## config.mk

```make
export PLATFORM = sky130hd
export DESIGN_NAME = dmac_read_mc
export DESIGN_NICKNAME = d
export VERILOG_FILES = /design/src/rtl/dmac_read_mc.sv
export SDC_FILE = /design/constraint.sdc
export NUM_CORES = 1
export LEC_CHECK = 0
export ABC_AREA = 0
export CAP_MARGIN = 20
export CORE_MARGIN = 5
export CORE_UTILIZATION = 45
export CTS_BUF_LIST = sky130_fd_sc_hd__clkbuf_16
export CTS_CLUSTER_DIAMETER = 30
export DETAILED_ROUTE_END_ITERATION = 12
export PLACE_DENSITY = 0.88
export SYNTH_ARGS = -nofsm -noshare
export SYNTH_HDL_FRONTEND = slang
export SYNTH_SLANG_ARGS = --single-unit
```

## constraint.sdc

```tcl
create_clock -name clk -period 6.67 [get_ports clk]
set_input_delay 1.334 -clock clk [delete_from_list [all_inputs] [get_ports clk]]
set_output_delay 1.334 -clock clk [all_outputs]
set_load 0.02 [all_outputs]
```

## src/rtl/dmac_read_mc.sv

```systemverilog
// Multi-channel DMA read engine: splits channel-tagged commands into AXI4 read bursts
// and returns read data tagged with channel, command-final-last and sticky error.
module dmac_read_mc #(
    parameter int ADDR_WD         = 32,
    parameter int DATA_WD         = 32,
    parameter int CHANNEL_COUNT   = 8,
    parameter int MAX_BURST_LEN   = 16,
    parameter int MAX_OUTSTANDING = 4,
    localparam int STRB_WD        = DATA_WD / 8,
    localparam int CH_WD          = (CHANNEL_COUNT > 1) ? $clog2(CHANNEL_COUNT) : 1
) (
    input  logic               clk,
    input  logic               rst_n,
    input  logic               cmd_valid,
    output logic               cmd_ready,
    input  logic [CH_WD-1:0]   cmd_ch,
    input  logic [ADDR_WD-1:0] cmd_src_addr,
    input  logic [1:0]         cmd_burst,
    input  logic [ADDR_WD-1:0] cmd_beats,
    output logic               data_out_valid,
    input  logic               data_out_ready,
    output logic [DATA_WD-1:0] data_out,
    output logic [CH_WD-1:0]   data_out_ch,
    output logic               data_out_last,
    output logic               data_out_err,
    output logic               m_axi_arvalid,
    output logic [ADDR_WD-1:0] m_axi_araddr,
    output logic [7:0]         m_axi_arlen,
    output logic [2:0]         m_axi_arsize,
    output logic [1:0]         m_axi_arburst,
    input  logic               m_axi_arready,
    input  logic               m_axi_rvalid,
    input  logic [DATA_WD-1:0] m_axi_rdata,
    input  logic [1:0]         m_axi_rresp,
    input  logic               m_axi_rlast,
    output logic               m_axi_rready
);
    localparam int SZ      = $clog2(STRB_WD);
    localparam int PW      = (MAX_OUTSTANDING > 1) ? $clog2(MAX_OUTSTANDING) : 1;
    localparam int CW      = $clog2(MAX_OUTSTANDING + 1);
    localparam int FIX_MAX = (MAX_BURST_LEN < 16) ? MAX_BURST_LEN : 16;

    typedef enum logic {IDLE, ISSUE} state_t;
    typedef struct packed {
        logic [CH_WD-1:0] ch;
        logic             fin;
    } tag_t;

    state_t             state;
    logic [ADDR_WD-1:0] addr;
    logic [ADDR_WD-1:0] remaining;
    logic               fixed;
    logic [CH_WD-1:0]   ch;
    tag_t               fifo [2**PW];
    logic [PW-1:0]      wr_ptr;
    logic [PW-1:0]      rd_ptr;
    logic [CW-1:0]      fifo_count;
    logic               err_sticky;

    logic        fifo_empty, ar_hs, r_hs, pop, fin;
    logic [12:0] b4k;
    logic [8:0]  n;
    tag_t        head;
    logic        rresp_unused;

    // Burst size: remaining beats, length cap, and (INCR only) beats left in the 4 KB page
    always_comb begin
        b4k = (13'd4096 - {1'b0, addr[11:0]}) >> SZ;
        n   = fixed ? 9'(FIX_MAX) : 9'(MAX_BURST_LEN);
        if (!fixed && {4'd0, n} > b4k) n = b4k[8:0];
        if (ADDR_WD'(n) > remaining)   n = remaining[8:0];
    end

    assign fin          = (remaining == ADDR_WD'(n));
    assign fifo_empty   = (fifo_count == '0);
    assign head         = fifo[rd_ptr];
    assign ar_hs        = m_axi_arvalid && m_axi_arready;
    assign r_hs         = m_axi_rvalid && m_axi_rready;
    assign pop          = r_hs && m_axi_rlast;
    assign rresp_unused = m_axi_rresp[0];

    assign cmd_ready     = (state == IDLE);
    assign m_axi_arvalid = (state == ISSUE) && (fifo_count < CW'(MAX_OUTSTANDING));
    assign m_axi_araddr  = addr;
    assign m_axi_arlen   = 8'(n - 9'd1);
    assign m_axi_arsize  = 3'(SZ);
    assign m_axi_arburst = fixed ? 2'b00 : 2'b01;

    // R beats without a pending tag are never accepted
    assign m_axi_rready   = data_out_ready && !fifo_empty;
    assign data_out_valid = m_axi_rvalid && !fifo_empty;
    assign data_out       = m_axi_rdata;
    assign data_out_ch    = head.ch;
    assign data_out_last  = m_axi_rlast && !fifo_empty && head.fin;
    assign data_out_err   = err_sticky | (m_axi_rresp[1] && !fifo_empty);

    always_ff @(posedge clk or negedge rst_n) begin
        if (!rst_n) begin
            state      <= IDLE;
            addr       <= '0;
            remaining  <= '0;
            fixed      <= 1'b0;
            ch         <= '0;
            wr_ptr     <= '0;
            rd_ptr     <= '0;
            fifo_count <= '0;
            err_sticky <= 1'b0;
            for (int i = 0; i < 2**PW; i++) fifo[i] <= '0;
        end else begin
            case (state)
                IDLE: if (cmd_valid) begin
                    addr      <= cmd_src_addr & ~ADDR_WD'(STRB_WD - 1);
                    remaining <= cmd_beats;
                    fixed     <= (cmd_burst == 2'b00);
                    ch        <= cmd_ch;
                    if (cmd_beats != '0) state <= ISSUE;
                end
                ISSUE: if (ar_hs) begin
                    if (!fixed) addr <= addr + (ADDR_WD'(n) << SZ);
                    remaining      <= remaining - ADDR_WD'(n);
                    fifo[wr_ptr]   <= '{ch: ch, fin: fin};
                    wr_ptr         <= wr_ptr + PW'(1);
                    if (fin) state <= IDLE;
                end
                default: state <= IDLE;
            endcase

            if (pop) rd_ptr <= rd_ptr + PW'(1);
            case ({ar_hs, pop})
                2'b10:   fifo_count <= fifo_count + CW'(1);
                2'b01:   fifo_count <= fifo_count - CW'(1);
                default: ;
            endcase

            if (r_hs) begin
                if (data_out_last)      err_sticky <= 1'b0;
                else if (m_axi_rresp[1]) err_sticky <= 1'b1;
            end
        end
    end
endmodule

```

==> out/results.tsv <==
stage	metric	value	unit
cells_and_area	mostFrequentLayoutCell	clkdlybuf4s50_1	
cells_and_area	n_antenna_cell	0	
timing	finalCritPeriodShare	0.977	
clock_tree	tritoncts_num_sinks	91	
setup_path	timing.rr.start	m_axi_araddr[2]$_DFFE_PN0P_	
power_and_ir_drop	static_leakage	3.73	nW
setup_path	start_kind	flop	
synth	synth.distinct_cells	85	
setup_path	end_kind	output pin	
synth	synth-edff-count	0	
placed_design	gp_congestion	0.981	
global_routing	grt_antenna_before_repair	0	
timing	timing.hold.ws	493	ps
timing	fin_setup_tns	0	ps
floorplanning	die-height	136	microns
cells_and_area	fillers	1384	
global_routing	first_global_vias	6815	
synth	netlist.top_cell.by_area	dfrtp_1	
clock_tree	cts.clk_slew.worst_paths	70	ps
synth	postSynth.asyncResetShare	1.00	
route	route.detailed.vias_per_inst	6.03	
timing	final_critical_path_setup_slack	153	ps
min_path	path_class_of_the_lowest_slack_min_delay_path	flop to flop	
cells_and_area	layout_common_cells	clkdlybuf4s50_1, nand2_1, dfrtp_1	
synth	synth.yosys.warnings	0	
placed_design	place.detailed.hpwl	16600	microns
setup_path	worst-endpoint-arrival	5180	ps
min_path	hold_end	fifo[12]$_DFFE_PN0P_	
route	drcViolationCount	0	
setup_path	worstPathMaxFanout	5	
power_and_ir_drop	internal_power	0.00141	W
min_path	timing.hold.worst.start	fifo[12]$_DFFE_PN0P_	
synth	top_post_synthesis_cells_by_area	dfrtp_1, nand2_1, ha_1	
run	max_cap_violations	0	
placed_design	number_of_instances_in_the_placed_design	1159	
timing	slew_at_the_pin_closest_to_its_max_slew_limit	1070	ps
setup_path	reg2reg_slack	380	ps
global_routing	grt_start_max_net_pins	56	
power_and_ir_drop	power-per-cell-area	267	nW/um^2
floorplanning	start_util	0.456	
global_routing	grtUsageTotal	0.242	
power_and_ir_drop	p_seq_frac	0.329	
power_and_ir_drop	power	0.00241	W
status	status	finished, final reports clean	
synth	average_cell_area_after_synthesis	8.40	sq um
clock_tree	clk-insertion-delay-late	360	ps
route	detail_route.wl_per_cell	19.2	microns
floorplanning	top_level_ports	196	
global_routing	globalRoute.totalOverflow	0	
floorplanning	die_area	18600	sq um
synth	seq_area_frac_synth	0.316	
power_and_ir_drop	power.net_switching	0.000998	W
route	routed_wl	22600	microns
route	drt-pass1-iter-count	5	
floorplanning	floorplan.rows	46	
setup_path	startpoint	m_axi_araddr[2]$_DFFE_PN0P_	
timing	timing.final.setup_violations	0	
synth	synthesis.instances	857	
setup_path	timing.critical_path.slowest_cell_delay	590	ps
cells_and_area	syn2layout_area_growth	25.2	%
timing	period_needed	6520	ps
setup_path	cell_seen_most_often_among_critical_path_stages	or4_4	
setup_path	worst_path_dominant_cell_family	simple AND/OR/NAND/NOR gates	
synth	ys_dominant_reg_cell	dfrtp_1	
synth	synth.ff_latch_count	91	
global_routing	grt_first_pass_wirelength	35700	microns
synth	post_synth_instance_area	7200	sq um
route	antenna_violating_nets_remaining	0	
setup_path	timing.reg2reg.worst_path_depth	26	
clock_tree	ctsLongestPathBuffers	2	
setup_path	timing.rr.end	remaining[25]$_DFFE_PN0P_	
power_and_ir_drop	switching_share	0.415	
timing	finalHoldViolations	0	
route	drt_first_iter_violations	541	
timing	fmax	153	MHz
setup_path	cp_data_required_time	5340	ps
timing	maxSlewHeadroom	0.287	
clock_tree	tritoncts.num_buffers	9	
setup_path	cp_num_buf_inv	5	
cells_and_area	num-nets-final	1093	
cells_and_area	final-instance-count-excl-fill	1178	
timing	fin_skew	10.1	ps
cells_and_area	final_layout_size_suffix_gt1_frac	0.133	
power_and_ir_drop	pwr-share-clk	0.197	
synth	synth_largest_type_area_fraction	0.316	
placed_design	dp_worst_setup_slack	24.1	ps
route	num_vias	7098	
power_and_ir_drop	comb_power_share	0.474	
setup_path	setup.worst_path.class	flop to output pin	
placed_design	portBuffers	122	
power_and_ir_drop	vdd_drop_max	0.137	mV
floorplanning	width_of_the_die	136	microns
clock_tree	cts_tree	yes	
clock_tree	cell_chosen_for_the_clock_root	clkbuf_16	
min_path	worst_hold_path.num_cells	2	
setup_path	slowest_stage	or4_4	
setup_path	timing.critical_path.cells	or4_4 > a2111oi_4 > o211ai_1 > buf_4 > nor3_4 > inv_2 > ha_4 > and4_4 > nand4_1 > o32ai_2 > or4_4 > buf_6 > nor4_4 > nor2_1 > a21oi_2 > ha_2 > inv_1 > clkdlybuf4s50_1	
clock_tree	ctsHtreeMaxLevel	3	
timing	timing_max_transition_violations_final	0	
floorplanning	core-area	15800	sq um
-- registers in the layout, indices dropped and copies added (netlist names) --
name,flops
ch,3
err_sticky,1
fifo,16
fifo_count,3
fixed,1
m_axi_araddr,30
rd_ptr,2
remaining,32
state,1
wr_ptr,2
-- Yosys cell counts (5+ instances only) --
library cell,instances
a211oi_1,12
a21o_1,5
a21oi_1,58
a31oi_1,6
and2_1,9
and3_1,13
buf_4,38
clkbuf_1,34
dfrtp_1,91
ha_1,25
inv_1,37
mux2_2,15
mux2i_1,22
nand2_1,93
nand2b_1,7
nand3_1,26
nand4_1,14
nor2_1,60
nor3_1,32
nor4_1,19
o211ai_1,12
o21ai_0,37
o22ai_1,30
o32ai_1,6
or3_1,18
or4_1,5
xnor2_1,27
xor2_1,8
-- routing by layer --
metal / share of wire / wire length [microns] / global-route usage
met1: 0.42 / 9470 / 0.325
met2: 0.47 / 10700 / 0.384
met3: 0.081 / 1820 / 0.0489
met4: 0.029 / 650 / 0.0901
met5: 0 / 0 / 0
-- power groups by stage --
stage	Clock [W]	Sequential (W)	Combinational, W
floorplan	0	0.000772	0.000737
global placement	0	0.000782	0.00104
detailed placement	0	0.000796	0.00107
CTS	0.000482	0.000787	0.00108
global route	0.000499	0.000807	0.00123
finish	0.000473	0.000792	0.00114
-- worst register-to-register path, cell delays in order, from the launching register on --
cell	delay, ps
dfrtp_1	410
or4_4	550
a2111oi_4	370
o211ai_1	140
buf_4	170
nor3_4	170
inv_2	80
ha_4	260
and4_4	220
nand4_1	140
buf_4	180
nor4_1	300
and3_1	340
nor4_4	90
nor2_1	120
a21oi_2	70
inv_1	130
ha_2	230
inv_1	80
maj3_1	350
maj3_1	460
a31oi_4	260
a221o_1	250
nand2b_4	160
or3_1	360
mux2i_1	160
a21oi_1	80
-- cell type report --
type,instances,area (sq um),share of cell area
Tap cell,216,270,0.0300
Multi-Input combinational cell,655,4540,0.504
Clock inverter,7,35.0,0.00389
Clock buffer,9,225,0.0250
Inverter,38,143,0.0158
Sequential cell,91,2280,0.253
Timing Repair Buffer,162,1520,0.168
-- cells by family (layout without fill, tap and decap cells) --
logic type | Yosys count | after routing | share of synthesized area
and+or+nand+nor | 317 | 317 | 0.220
AOI/OAI and AO/OA | 220 | 220 | 0.210
buffers and inverters | 119 | 216 | 0.0848
DFF | 91 | 91 | 0.316
muxes | 43 | 43 | 0.0728
xor gates and xnor gates | 35 | 35 | 0.0426
adders and majority gates | 30 | 30 | 0.0523
other | 2 | 10 | 0.00104
-- stage by stage --
stage / util / instance area (sq um)
2_1_floorplan: - / 7290
3_3_place_gp: 0.544 / 8580
3_5_place_dp: 0.544 / 8580
4_1_cts: 0.561 / 8850
5_1_grt: 0.571 / 9010
6_report: 0.571 / 9010
-- timing repair --
action                     in CTS  in global routing
setup endpoints to repair       5                 24
pin swaps                       1                  9
buffers inserted                0                  3
resized for setup               6                 36
hold buffers                    0                  0
-- how the worst max path moves through the flow --
stage / cells after the start / to
after global placement: 17 / m_axi_arlen[6]
after detailed placement: 17 / m_axi_arlen[7]
final: 18 / m_axi_arlen[1]
after global routing: 19 / m_axi_arlen[1]
after floorplan: 20 / m_axi_arlen[6]
after CTS: 22 / m_axi_arlen[6]
No activity file was read; power rests on OpenSTA's default activity.
==> variant: new RTL, same settings <==
Register the output `data_out_err`, with the module's reset; this adds one clock of latency there. The other outputs are not delayed to match.
--- a/src/rtl/dmac_read_mc.sv
+++ b/src/rtl/dmac_read_mc.sv
@@ -92,7 +92,13 @@
     assign data_out       = m_axi_rdata;
     assign data_out_ch    = head.ch;
     assign data_out_last  = m_axi_rlast && !fifo_empty && head.fin;
-    assign data_out_err   = err_sticky | (m_axi_rresp[1] && !fifo_empty);
+    always_ff @(posedge clk or negedge rst_n) begin
+        if (!rst_n) begin
+            data_out_err <= '0;
+        end else begin
+            data_out_err <= err_sticky | (m_axi_rresp[1] && !fifo_empty);
+        end
+    end
 
     always_ff @(posedge clk or negedge rst_n) begin
         if (!rst_n) begin
Check against the original RTL: not equivalent (Yosys sat finds a counterexample within 4 cycles, from zero or initial values and one cycle with rst_n low).
==> variant against the unedited design <==
Setup slack better by 0.24 ns; cell area down 1.1%; non-clock buffer count down 13; global-route usage down 0.39 points; wire length down 1.6%; synthesized area up 1.4%; sequential cell count up 1; total power up 0.41%; combinational power down 6%.
==> variant: results (changes against the unedited design) <==
Parameter                              Value

Run status
  Status ... finished, final reports clean

Global route
  Vias in the first global route ... 7,108 (+4.3%)
  Global-route track usage on met1 ... 0.313 (-0.0116)
  GR Layer Usage met3 ... 0.0329 (-0.0160)
  Grt met2 use ... 0.390 (+0.00602)
  First-pass GRT wire length ... 36,200 microns (+1.4%)
  Pin count of the biggest net entering global routing ... 57 (+1.8%)
  Gr usage total ... 0.238 (-0.00386)

Clock network
  TritonCTS Sinks ... 92 (+1.1%)
  Number of gates given a new drive strength after cts ... 2 (-4)

Layout
  Ratio of cells with drive above 1 in the final layout ... 0.0981 (-0.0350)
  Clock network area share ... 0.0330 (+0.00412)
  Fraction of standard cell area in multi-input logic ... 0.500 (-0.00375)
  Area taken by flip-flops and latches ... 2300 sq um (+1.1%)
  Non-clk bufs ... 149 (-8.0%)
  Non-clock inverters ... 37 (-2.6%)
  Layout net count ... 1,079 (-1.3%)
  Multi-input combinational cell count ... 654 (-0.15%)
  Fill cells ... 1,413 (+2.1%)

Yosys
  Distinct cells, synth ... 91 (+7.1%)
  Sequential cell area fraction in the yosys report ... 0.315 (-0.000964)
  Most used standard cells in the synthesized netlist ... sky130_fd_sc_hd__dfrtp_1 (92), sky130_fd_sc_hd__nand2_1 (72), sky130_fd_sc_hd__a21oi_1 (63)
  Yosys warning count ... 0 (unchanged)

Pwr
  Comb pwr share ... 0.442 (-0.032)
  Reported sequential group power ... 831 uW (+4.9%)
  Leak ... 3.68 nW (-1.4%)
  VDD IR-drop max ... 0.159 mV (+16%)
  Part of the power in the clock network ... 0.215 (+0.018)
  Total net switching power ... 1.00 mW (+0.22%)

Timing
  Setup clock skew after layout ... 0.00706 ns (-0.00302 ns)
  Slew at the pin closest to its max-slew limit ... 0.970 ns (-0.0960 ns)
  Worst hold slack across all endpoints ... 0.472 ns (-0.0213 ns)

Setup path
  Number of cells traversed by the worst register-to-register path ... 27 (+3.8%)
  Cell with the biggest individual delay on the critical path ... sky130_fd_sc_hd__clkdlybuf4s50_1
  Worst EP arrival ... 4.94 ns (-0.24 ns)
  Worst path top cell family by delay ... buffers and inverters
  Crit path max fanout ... 19 (+14)
  Reg-to-reg slack, setup ... 0.40 ns (+0.02 ns)

Route
  Total vias in the final route ... 7,187 (+1.3%)
  Starting DRC count in detailed routing ... 666 (+23%)
  Final wirelength ... 22,200 microns (-1.6%)

Worst hold path
  Hold-critical path endpoint ... data_out_err$_DFF_PN0_
  Worst hold stages ... 1 (-1)
  Worst hold path class ... flop to flop
  Startpoint of the most critical hold path ... err_sticky$_DFFE_PN0P_

Placed design
  Last weighted congestion value of the routability-driven placer ... 0.965 (-1.7%)
  Half-perimeter wire length of the detailed placement result ... 16,300 microns (-1.5%)
==> variant: per-layer routing <==
| metal | vias up | wire length (microns) |
|---|---|---|
| met2 | 348 | 10600 |
| li1 | 3317 | - |
| met1 | 3460 | 9300 |
| met4 | 0 | 680 |
| met5 | - | 0 |
| met3 | 62 | 1620 |
==> variant: how the worst max path moves through the flow <==
stage	from	endpoint	slack, ns	cells past startpoint
2_1_floorplan	m_axi_araddr[3]$_DFFE_PN0P_	m_axi_araddr[18]$_DFFE_PN0P_	0.68	25
3_3_place_gp	m_axi_araddr[2]$_DFFE_PN0P_	m_axi_arlen[7]	0.36	18
3_5_place_dp	m_axi_araddr[2]$_DFFE_PN0P_	remaining[23]$_DFFE_PN0P_	0.28	24
4_1_cts	m_axi_araddr[2]$_DFFE_PN0P_	m_axi_arlen[5]	0.06	20
5_1_grt	m_axi_araddr[3]$_DFFE_PN0P_	m_axi_arlen[1]	0.06	20
6_report	m_axi_araddr[3]$_DFFE_PN0P_	m_axi_arlen[1]	0.39	19
==> variant: per-stage QoR <==
step	utilization	instance area (sq um)	setup WS (ns)	std cells
3_3_place_gp	0.538	8550	0.357	1147
3_5_place_dp	0.538	8550	0.285	1147
6_report	0.561	8910	0.394	1164
5_1_grt	0.561	8910	0.0605	1164
2_1_floorplan	-	7330	0.680	866
4_1_cts	0.557	8850	0.0559	1163
==> variant: kinds of logic after synthesis <==
family | after synthesis | share of synthesized area
AND/OR/NAND/NOR | 300 | 0.222
flip-flops | 92 | 0.315
other | 2 | 0.00103
multiplexers | 38 | 0.0610
AO/OA/AOI/OAI | 234 | 0.215
XOR/XNOR | 42 | 0.0504
buffers and inverters | 120 | 0.0840
adder cells (fa/ha/maj) | 30 | 0.0511
